===== config.mk =====
export PLATFORM = sky130hd
export DESIGN_NAME = fifo_sync_param_flat
export DESIGN_NICKNAME = d
export VERILOG_FILES = /design/src/rtl/fifo_sync_param_pkg.sv /design/src/rtl/fifo_sync_param_if.sv /design/src/rtl/fifo_sync_param_mem.sv /design/src/rtl/fifo_sync_param.sv /design/src/flat_wrapper.sv
export SDC_FILE = /design/constraint.sdc
export NUM_CORES = 1
export LEC_CHECK = 0
export ABC_AREA = 1
export BUFFER_PORTS_ARGS = -buffer_cell sky130_fd_sc_hd__buf_2
export CAP_MARGIN = 5
export CORE_MARGIN = 5
export CORE_UTILIZATION = 65
export DETAILED_ROUTE_END_ITERATION = 16
export PLACE_DENSITY = 0.88
export SYNTH_ARGS = -nofsm -noshare
export SYNTH_HDL_FRONTEND = slang
export SYNTH_SLANG_ARGS = --single-unit

===== constraint.sdc =====
create_clock -name clk -period 3.8 [get_ports clk]
set_clock_uncertainty 0.15 [all_clocks]
set_input_delay 0.38 -clock clk [delete_from_list [all_inputs] [get_ports clk]]
set_output_delay 0.38 -clock clk [all_outputs]
set_load 0.01 [all_outputs]

===== src/rtl/fifo_sync_param_pkg.sv =====
`default_nettype none
// +------------------------------------------------------------------+
// | fifo_sync_param_pkg : read-mode constants and config range checks |
// | Rev 1.0                                                          |
// +------------------------------------------------------------------+
package fifo_sync_param_pkg;

  localparam int FIFO_MODE_REG  = 0;
  localparam int FIFO_MODE_FWFT = 1;

  localparam int MIN_ADDR_WIDTH = 2;
  localparam int MAX_ADDR_WIDTH = 10;

  function automatic bit depth_ok(input int addr_width);
    return (addr_width >= MIN_ADDR_WIDTH) && (addr_width <= MAX_ADDR_WIDTH);
  endfunction

  function automatic bit levels_ok(input int addr_width, input int af_level, input int ae_level);
    int depth;
    depth = 1 << addr_width;
    return (af_level >= 1) && (af_level <= depth) && (ae_level >= 0) && (ae_level <= depth - 1);
  endfunction

endpackage
`default_nettype wire


===== src/rtl/fifo_sync_param_if.sv =====
`default_nettype none
// +------------------------------------------------------------------+
// | fifo_sync_param_if : producer/consumer bundle of the FIFO         |
// | Rev 1.0                                                          |
// +------------------------------------------------------------------+
interface fifo_sync_param_if #(
  parameter int DATA_WIDTH = 8,
  parameter int ADDR_WIDTH = 4
);
  logic                  push;
  logic [DATA_WIDTH-1:0] push_data;
  logic                  pop;
  logic [DATA_WIDTH-1:0] pop_data;
  logic                  pop_valid;
  logic                  flush;
  logic                  clr_err;
  logic                  full;
  logic                  empty;
  logic                  almost_full;
  logic                  almost_empty;
  logic [ADDR_WIDTH:0]   count;
  logic                  overflow;
  logic                  underflow;

  modport master (
    output push, push_data, pop, flush, clr_err,
    input  pop_data, pop_valid, full, empty, almost_full, almost_empty,
           count, overflow, underflow
  );

  modport slave (
    input  push, push_data, pop, flush, clr_err,
    output pop_data, pop_valid, full, empty, almost_full, almost_empty,
           count, overflow, underflow
  );
endinterface
`default_nettype wire


===== src/rtl/fifo_sync_param_mem.sv =====
`default_nettype none
// +------------------------------------------------------------------+
// | fifo_sync_param_mem : DEPTH x DATA_WIDTH regfile, sync wr/async rd |
// | Rev 1.0                                                          |
// +------------------------------------------------------------------+
module fifo_sync_param_mem #(
  parameter int DATA_WIDTH = 8,
  parameter int ADDR_WIDTH = 4
) (
  input  wire logic                  clk,
  input  wire logic                  wr_en,
  input  wire logic [ADDR_WIDTH-1:0] wr_addr,
  input  wire logic [DATA_WIDTH-1:0] wr_data,
  input  wire logic [ADDR_WIDTH-1:0] rd_addr,
  output logic      [DATA_WIDTH-1:0] rd_data
);
  localparam int DEPTH = 1 << ADDR_WIDTH;

  // No reset: stale contents are unreachable once the pointers clear.
  logic [DATA_WIDTH-1:0] r_mem [DEPTH];

  always_ff @(posedge clk) begin
    if (wr_en) begin
      r_mem[wr_addr] <= wr_data;
    end
  end

  assign rd_data = r_mem[rd_addr];
endmodule
`default_nettype wire


===== src/rtl/fifo_sync_param.sv =====
`default_nettype none
// +------------------------------------------------------------------+
// | fifo_sync_param : parametrised single-clock FIFO with flags       |
// | Rev 1.0                                                          |
// +------------------------------------------------------------------+
module fifo_sync_param
  import fifo_sync_param_pkg::*;
#(
  parameter int DATA_WIDTH = 8,
  parameter int ADDR_WIDTH = 4,
  parameter int FWFT       = 1,
  parameter int AF_LEVEL   = 12,
  parameter int AE_LEVEL   = 2
) (
  input wire logic         clk,
  input wire logic         rst,
  fifo_sync_param_if.slave bus
);
  localparam int                DEPTH      = 1 << ADDR_WIDTH;
  localparam logic [ADDR_WIDTH:0] c_depth  = (ADDR_WIDTH+1)'(DEPTH);
  localparam logic [ADDR_WIDTH:0] c_af_lvl = (ADDR_WIDTH+1)'(AF_LEVEL);
  localparam logic [ADDR_WIDTH:0] c_ae_lvl = (ADDR_WIDTH+1)'(AE_LEVEL);
  localparam logic [ADDR_WIDTH:0] c_one    = (ADDR_WIDTH+1)'(1);

  if (!depth_ok(ADDR_WIDTH)) begin : g_bad_depth
    $error("fifo_sync_param: ADDR_WIDTH out of range");
  end
  if (!levels_ok(ADDR_WIDTH, AF_LEVEL, AE_LEVEL)) begin : g_bad_levels
    $error("fifo_sync_param: AF_LEVEL/AE_LEVEL out of range");
  end
  if (FWFT != FIFO_MODE_FWFT && FWFT != FIFO_MODE_REG) begin : g_bad_mode
    $error("fifo_sync_param: FWFT must be 0 or 1");
  end

  logic [ADDR_WIDTH-1:0] r_wr_ptr;
  logic [ADDR_WIDTH-1:0] r_rd_ptr;
  logic [ADDR_WIDTH:0]   r_count;
  logic                  r_overflow;
  logic                  r_underflow;
  logic                  w_full;
  logic                  w_empty;
  logic                  w_wr_ok;
  logic                  w_rd_ok;
  logic                  w_ovf_set;
  logic                  w_unf_set;
  logic [DATA_WIDTH-1:0] w_head;

  assign w_full  = (r_count == c_depth);
  assign w_empty = (r_count == '0);

  // Flush swallows the whole cycle: no transfer and no error reported.
  assign w_wr_ok   = bus.push & (~w_full | bus.pop) & ~bus.flush;
  assign w_rd_ok   = bus.pop & ~w_empty & ~bus.flush;
  assign w_ovf_set = bus.push & w_full & ~bus.pop & ~bus.flush;
  assign w_unf_set = bus.pop & w_empty & ~bus.flush;

  always_ff @(posedge clk or posedge rst) begin
    if (rst) begin
      r_wr_ptr <= '0;
      r_rd_ptr <= '0;
      r_count  <= '0;
    end else if (bus.flush) begin
      r_wr_ptr <= '0;
      r_rd_ptr <= '0;
      r_count  <= '0;
    end else begin
      if (w_wr_ok) r_wr_ptr <= r_wr_ptr + 1'b1;
      if (w_rd_ok) r_rd_ptr <= r_rd_ptr + 1'b1;
      case ({w_wr_ok, w_rd_ok})
        2'b10:   r_count <= r_count + c_one;
        2'b01:   r_count <= r_count - c_one;
        default: r_count <= r_count;
      endcase
    end
  end

  // A fresh error in the same cycle as clr_err wins.
  always_ff @(posedge clk or posedge rst) begin
    if (rst) begin
      r_overflow  <= 1'b0;
      r_underflow <= 1'b0;
    end else begin
      if (w_ovf_set)        r_overflow  <= 1'b1;
      else if (bus.clr_err) r_overflow  <= 1'b0;
      if (w_unf_set)        r_underflow <= 1'b1;
      else if (bus.clr_err) r_underflow <= 1'b0;
    end
  end

  fifo_sync_param_mem #(
    .DATA_WIDTH (DATA_WIDTH),
    .ADDR_WIDTH (ADDR_WIDTH)
  ) u_mem (
    .clk     (clk),
    .wr_en   (w_wr_ok),
    .wr_addr (r_wr_ptr),
    .wr_data (bus.push_data),
    .rd_addr (r_rd_ptr),
    .rd_data (w_head)
  );

  if (FWFT == FIFO_MODE_FWFT) begin : g_fwft
    assign bus.pop_data  = w_head;
    assign bus.pop_valid = ~w_empty;
  end else begin : g_reg_out
    logic [DATA_WIDTH-1:0] r_pop_data;
    logic                  r_pop_valid;

    always_ff @(posedge clk or posedge rst) begin
      if (rst) begin
        r_pop_data  <= '0;
        r_pop_valid <= 1'b0;
      end else if (bus.flush) begin
        r_pop_valid <= 1'b0;
      end else begin
        r_pop_valid <= w_rd_ok;
        if (w_rd_ok) r_pop_data <= w_head;
      end
    end

    assign bus.pop_data  = r_pop_data;
    assign bus.pop_valid = r_pop_valid;
  end

  assign bus.full         = w_full;
  assign bus.empty        = w_empty;
  assign bus.almost_full  = (r_count >= c_af_lvl);
  assign bus.almost_empty = (r_count <= c_ae_lvl);
  assign bus.count        = r_count;
  assign bus.overflow     = r_overflow;
  assign bus.underflow    = r_underflow;
endmodule
`default_nettype wire


===== src/flat_wrapper.sv =====
// flat-port wrapper written by rule: the top's interface ports become plain ports
module fifo_sync_param_flat import fifo_sync_param_pkg::*;
#(
  parameter int DATA_WIDTH = 8,
  parameter int ADDR_WIDTH = 4,
  parameter int FWFT       = 1,
  parameter int AF_LEVEL   = 12,
  parameter int AE_LEVEL   = 2
)
  (clk, rst, bus_push, bus_push_data, bus_pop, bus_flush, bus_clr_err, bus_pop_data, bus_pop_valid, bus_full, bus_empty, bus_almost_full, bus_almost_empty, bus_count, bus_overflow, bus_underflow);
  fifo_sync_param_if #(.DATA_WIDTH(DATA_WIDTH), .ADDR_WIDTH(ADDR_WIDTH)) bus_i ();
  input wire logic clk;
  input wire logic rst;
  input wire logic [$bits(bus_i.push)-1:0] bus_push;
  input wire logic [$bits(bus_i.push_data)-1:0] bus_push_data;
  input wire logic [$bits(bus_i.pop)-1:0] bus_pop;
  input wire logic [$bits(bus_i.flush)-1:0] bus_flush;
  input wire logic [$bits(bus_i.clr_err)-1:0] bus_clr_err;
  output wire logic [$bits(bus_i.pop_data)-1:0] bus_pop_data;
  output wire logic [$bits(bus_i.pop_valid)-1:0] bus_pop_valid;
  output wire logic [$bits(bus_i.full)-1:0] bus_full;
  output wire logic [$bits(bus_i.empty)-1:0] bus_empty;
  output wire logic [$bits(bus_i.almost_full)-1:0] bus_almost_full;
  output wire logic [$bits(bus_i.almost_empty)-1:0] bus_almost_empty;
  output wire logic [$bits(bus_i.count)-1:0] bus_count;
  output wire logic [$bits(bus_i.overflow)-1:0] bus_overflow;
  output wire logic [$bits(bus_i.underflow)-1:0] bus_underflow;
  assign bus_i.push = bus_push;
  assign bus_i.push_data = bus_push_data;
  assign bus_i.pop = bus_pop;
  assign bus_i.flush = bus_flush;
  assign bus_i.clr_err = bus_clr_err;
  assign bus_pop_data = bus_i.pop_data;
  assign bus_pop_valid = bus_i.pop_valid;
  assign bus_full = bus_i.full;
  assign bus_empty = bus_i.empty;
  assign bus_almost_full = bus_i.almost_full;
  assign bus_almost_empty = bus_i.almost_empty;
  assign bus_count = bus_i.count;
  assign bus_overflow = bus_i.overflow;
  assign bus_underflow = bus_i.underflow;
  fifo_sync_param #(.DATA_WIDTH(DATA_WIDTH), .ADDR_WIDTH(ADDR_WIDTH), .FWFT(FWFT), .AF_LEVEL(AF_LEVEL), .AE_LEVEL(AE_LEVEL)) u_core (.clk(clk), .rst(rst), .bus(bus_i));
endmodule

== Word-level counts from Yosys, hierarchy flattened ==
Memory sizes are Yosys's and may differ from the RTL's.
Index checks and enable logic that the tools add are counted.
Word-level totals
  register bits after elaboration: 15
  RAM bits: 128
  logic and storage cells: 46
  memories: 1
Memory list
  u_core.u_mem.r_mem: depth 16, bits a word 8, read ports 1, clocked after memory_dff 0, wr ports 1, line fifo_sync_param_mem.sv:20  | logic [DATA_WIDTH-1:0] r_mem [DEPTH];
Cells by class
  $add $sub $neg: 4
  magnitude comparators: 2
  equality and inequality tests: 3
  muxes and demuxes: 11
  bitwise logic cells: 14
  reductions and logical operators: 6
Operator list (count)
  2-to-1 mux 4 bit: 4
  case mux 5 bit (2 select lines): 1
  bitwise AND 1 bit: 9
  adder 4 x 1 -> 4 bit, second input constant: 2
  nonzero test 2 bit: 4
  adder 5 x 1 -> 5 bit, second input constant: 1
  == test 5 bit, second input constant: 1
  >= comparator 5 x 4 -> 1 bit, second input constant: 1
  less-or-equal comparator 5 x 2 -> 1 bit, second input constant: 1
  logical NOT 5 bit: 1
  2-to-1 mux 1 bit: 5
  2-to-1 mux 5 bit: 1
  subtractor 5 x 1 -> 5 bit, second input constant: 1
  NOT 1 bit: 4
  nonzero test 3 bit: 1
  == test 2 x 1 -> 1 bit, second input constant: 1
  == test 2 bit, second input constant: 1
  bitwise OR 1 bit: 1

== Longest topological paths before layout ==
  depth in word-level cells: 8
  gate-level depth with buffers: 15
  gate-level depth less buffers: 15

== Cells and area by module ==
From an unflattened synthesis, not the netlist that was laid out.
Second synthesis, totals
  cell total of the unflattened synthesis: 663
  area total of the unflattened synthesis: 6598.8 um^2
By module, submodules not included
  fifo_sync_param_mem: instances 1, cells an instance 543, area each 5606.6 um^2
  fifo_sync_param: instances 1, cells an instance 120, area each 992.2 um^2

== Least setup slack after synthesis ==
Ideal clock, no wire load.
  path kind: register to register
  start: register u_core.r_count[0] (netlist: u_core.bus.count[0])
  end: register u_core.r_count[4] (netlist: u_core.bus.count[4])
  library setup time: 117 ps
  arrival: 1661 ps
  required time: 3533 ps
  slack: 1872 ps
  stages on the path, launching flop included: 13
  path buffers: 0
  cells stage by stage: dfrtp_1 -> nor2_4 -> nand3_4 -> nand4_4 -> inv_2 -> ha_1 -> nand4_1 -> nand2_1 -> inv_2 -> nand2_1 -> nand2_1 -> nand3_1 -> nand2_1
RTL lines
  start, declared: line fifo_sync_param.sv:37  | logic [ADDR_WIDTH:0] r_count;
  start signal, assigned: line fifo_sync_param.sv:70  | 2'b10: r_count <= r_count + c_one;
  start signal, assigned: line fifo_sync_param.sv:71  | 2'b01: r_count <= r_count - c_one;
  start signal, assigned: line fifo_sync_param.sv:72  | default: r_count <= r_count;
  logical NOT 5 bit *: line fifo_sync_param.sv:49  | assign w_empty = (r_count == '0);
  NOT 1 bit *
  net bus_pop_valid: line flat_wrapper.sv:20  | output wire logic [$bits(bus_i.pop_valid)-1:0] bus_pop_valid;
  bitwise AND 1 bit * (2 in series): line fifo_sync_param.sv:53  | assign w_rd_ok = bus.pop & ~w_empty & ~bus.flush;
  == test 2 x 1 -> 1 bit or == test 2 bit (tied branches): line fifo_sync_param.sv:69  | case ({w_wr_ok, w_rd_ok})
  case mux 5 bit (2 select lines): line fifo_sync_param.sv:69
  2-to-1 mux 5 bit: line fifo_sync_param.sv:62  | end else if (bus.flush) begin
The timed path passes the listed nets; every way through them passes the cells marked *.
A chain may end at the register's enable or synchronous reset.

== Worst setup path in the final report ==
  start: register u_core.r_rd_ptr[0]
  end: output port bus_pop_data[1]
On the way
  cells in the longest elaborated chain, start to end: 1
Ends and longest elaborated chain
  start, declared: line fifo_sync_param.sv:36  | logic [ADDR_WIDTH-1:0] r_rd_ptr;
  start signal, assigned: line fifo_sync_param.sv:68  | if (w_rd_ok) r_rd_ptr <= r_rd_ptr + 1'b1;
  memory (16 x 8 bit)
  end, declared: line flat_wrapper.sv:19  | output wire logic [$bits(bus_i.pop_data)-1:0] bus_pop_data;
Every way passes these cells.

==> results.md <==
* Hold Vio Cnt, Final at 0
* Num ports at 34
* Synth Warn # at 0
* Max-slew violation count at 0
* All-Layer GR Usage at 27.2%
* Placement Setup Slack at 1290 ps
* Flop2flop setup slack at 1330 ps
* Post-synth net total at 527
* Initial antenna violation count at 1
* Drt pass-1 iters at 5
* CTS root buf: clkbuf_8
* Hpwl dp at 8.75 mm
* Post-route setup slack at 659 ps
* WP data required at 3270 ps
* Main synth FF type: edfxtp_1
* # Post-CTS Setup Buffers at 0
* Asr flop ratio synth at 10.5%
* Leak at 2.51 nW
* Crit-path cells: inv_2, buf_4, nor2_1, o22ai_1, nor2_1, o22ai_1, buf_2
* Post-synth EDFFs at 128
* Share of the synthesized area in the top cell type at 63.9%
* Layout area overhead at 13.6%
* MaxCap Viol Count at 0
* Syn Inst Count at 506
* Origin of the critical flop-to-flop path: u_core.bus.count[2]
* R2R Path End: u_core.u_mem.r_mem[2][1]
* Die area at 11300 um2
* Gr ovfl total at 0
* TritonCTS clock tree: yes
* Critical path class: flip-flop to output port
* Initial Utilization at 65.7%
* HP Class: primary input to flip-flop
* Clock tree buffer depth at 2
* CP max FO at 52
* Nets at 561
* Fmax at 318 MHz
* Status: finished, final reports clean
* Crit-path max cell delay at 610 ps
* Vias in the first global route at 4258
* Largest net degree at the start of global routing at 67
* Setup TNS at 0 ps
* Clock slew at reported path FFs at 60 ps
* Tmin final at 3140 ps
* Std-Cell Rows at 35
* Vias per Instance at 6.48
* Worst R2R Path Depth at 6
* Ranking of synthesized cells by area: edfxtp_1 64%, dfrtp_1 6.2%, nor2_1 6.0%
* First-pass GRT wire length at 22.7 mm
* Pwr dens at 669 nW/um2
* CP Launch Point: u_core.r_rd_ptr[0]
* FF+latch count, synth at 143
* Critical path destination: bus_pop_data[1]
* Post-synthesis sequential area ratio at 70.1%
* Final Cycle Share at 82.7%
* Least-Margin Pin Slew at 1090 ps
* Post-CTS Resized at 0
* Vias at 4300
* Synth Area per Inst at 11.9 um2
* Placer Congestion at 0.844
* RSZ-0062 raised after global routing: no
* Leading area contributor after synthesis: edfxtp_1
* Fill count at 546
* Drt drc at 0
* Die extent in x at 106 um
* Number of port buffers at 33
* Data arrival time of the worst path at 2610 ps
* # H-tree levels at 4
* Max_slew headroom at 26.9%
* Routed length per instance at 22.1 um
* Post-route ant nets at 0
* Clk sinks at 143
* CP max-delay cell: inv_2
* DR iter-0 viols at 555
* Ant diodes at 0
* Worst vdd ir at 0.411 mV
* Netlist cell types at 31
* Placeable Area at 9150 um2
* Worst Setup Start Kind: flip-flop
* Final wirelength at 14.7 mm
* Area of the mapped netlist at 6020 um2
* Critical Path Sink Type: output port
* Final Setup Violations at 0
* Layout cells sized above 1 at 16.6%
* Worst-Skew Late Latency at 530 ps
* Die height at 106 um
* CTS Buf Count at 17
[per-stage QoR]
stage	hold WS (ps)	cells	utilization [%]	total power, mW	area (um2)
final	58.1	664	74.7	4.57	6840
after CTS	37.0	664	74.7	4.56	6840
after detailed placement	318	629	68.1	2.95	6230
after global placement	311	629	68.1	2.90	6230
after floorplan	131	506	-	2.64	6020
after global routing	66.5	664	74.7	4.77	6840
[timing repair]
item	CTS	global route
endpoints found under the setup margin	0	0
hold endpoints to repair	17	0
hold buffers	3	0
[where the power goes]
part / internal [mW] / switching (mW)
combinational: 0.367 / 0.760
sequential: 1.76 / 0.0702
clock: 0.944 / 0.668
[per-layer routing]
layer,GRT usage (%),wire length [um]
met3,7.35,1250
met1,35.1,5540
met5,0,13
met4,11.8,623
met2,43.7,7240
[how the worst min path moves through the flow]
stage / from / endpoint / slack, ps / depth (start not counted)
2_1_floorplan: rst / u_core.bus.count[0] / 130 / 1
3_3_place_gp: rst / u_core.bus.count[0] / 310 / 2
3_5_place_dp: rst / u_core.bus.count[2] / 320 / 2
4_1_cts: bus_pop / u_core.r_rd_ptr[2] / 40 / 3
5_1_grt: bus_pop / u_core.r_rd_ptr[2] / 70 / 3
6_report: bus_pop / u_core.r_rd_ptr[2] / 60 / 3
[cell families after synthesis]
logic type               share of synthesized area (%)
XOR/XNOR                                         0.146
adder cells (fa/ha/maj)                           1.46
AO/OA/AOI/OAI                                     12.7
flip-flops                                        70.1
AND/OR/NAND/NOR                                   12.0
buffers and inverters                             3.62
[cell usage after synthesis, types with 2 or more instances]
| cell type | instances |
|---|---|
| inv_2 | 10 |
| a21oi_1 | 9 |
| ha_1 | 7 |
| nand2_1 | 41 |
| buf_2 | 3 |
| o21ai_1 | 34 |
| nand3_1 | 10 |
| clkbuf_1 | 15 |
| edfxtp_1 | 128 |
| inv_1 | 18 |
| nor2_4 | 2 |
| dfrtp_1 | 15 |
| nor2_1 | 96 |
| nand2_2 | 4 |
| nor2_2 | 2 |
| buf_4 | 5 |
| nor3_1 | 2 |
| o21ai_0 | 53 |
| o22ai_1 | 39 |
| a22oi_1 | 2 |
[worst max-delay path: cells and delay by family (launching register included)]
| family | cells | cell delay (ps) |
|---|---|---|
| AOI/OAI and AO/OA | 2 | 410 |
| and+or+nand+nor | 2 | 140 |
| DFF | 1 | 400 |
| buffers and inverters | 3 | 1120 |
[sequential cells by signal, indices dropped and copies added, names as in the netlist]
name	flops
u_core.bus.overflow	1
u_core.u_mem.r_mem	128
u_core.r_wr_ptr	4
u_core.bus.underflow	1
u_core.bus.count	5
u_core.r_rd_ptr	4
[final cells by class]
cell class	instances	area [um2]	area share, %
Clock buffer	18	418	6.11
Clock inverter	14	158	2.31
Inverter	28	105	1.54
Multi-Input combinational cell	311	1580	23.1
Sequential cell	143	4220	61.7
Tap cell	111	139	2.03
Timing Repair Buffer	39	218	3.18
[cells in the final DEF, fill, tap and decap left out, types with 3 or more instances in the layout]
cell type | Yosys | layout
a21oi_1 | 9 | 9
buf_2 | 3 | 33
buf_4 | 5 | 3
clkbuf_16 | 0 | 16
clkinv_4 | 0 | 4
clkinvlp_4 | 0 | 3
dfrtp_1 | 15 | 14
dlygate4sd3_1 | 0 | 3
edfxtp_1 | 128 | 128
ha_1 | 7 | 7
inv_1 | 18 | 18
inv_2 | 10 | 10
inv_6 | 0 | 4
nand2_1 | 41 | 41
nand2_2 | 4 | 4
nand3_1 | 10 | 10
nor2_1 | 96 | 96
o21ai_0 | 53 | 53
o21ai_1 | 34 | 34
o22ai_1 | 39 | 39
No activity file was read; power rests on OpenSTA's default activity.
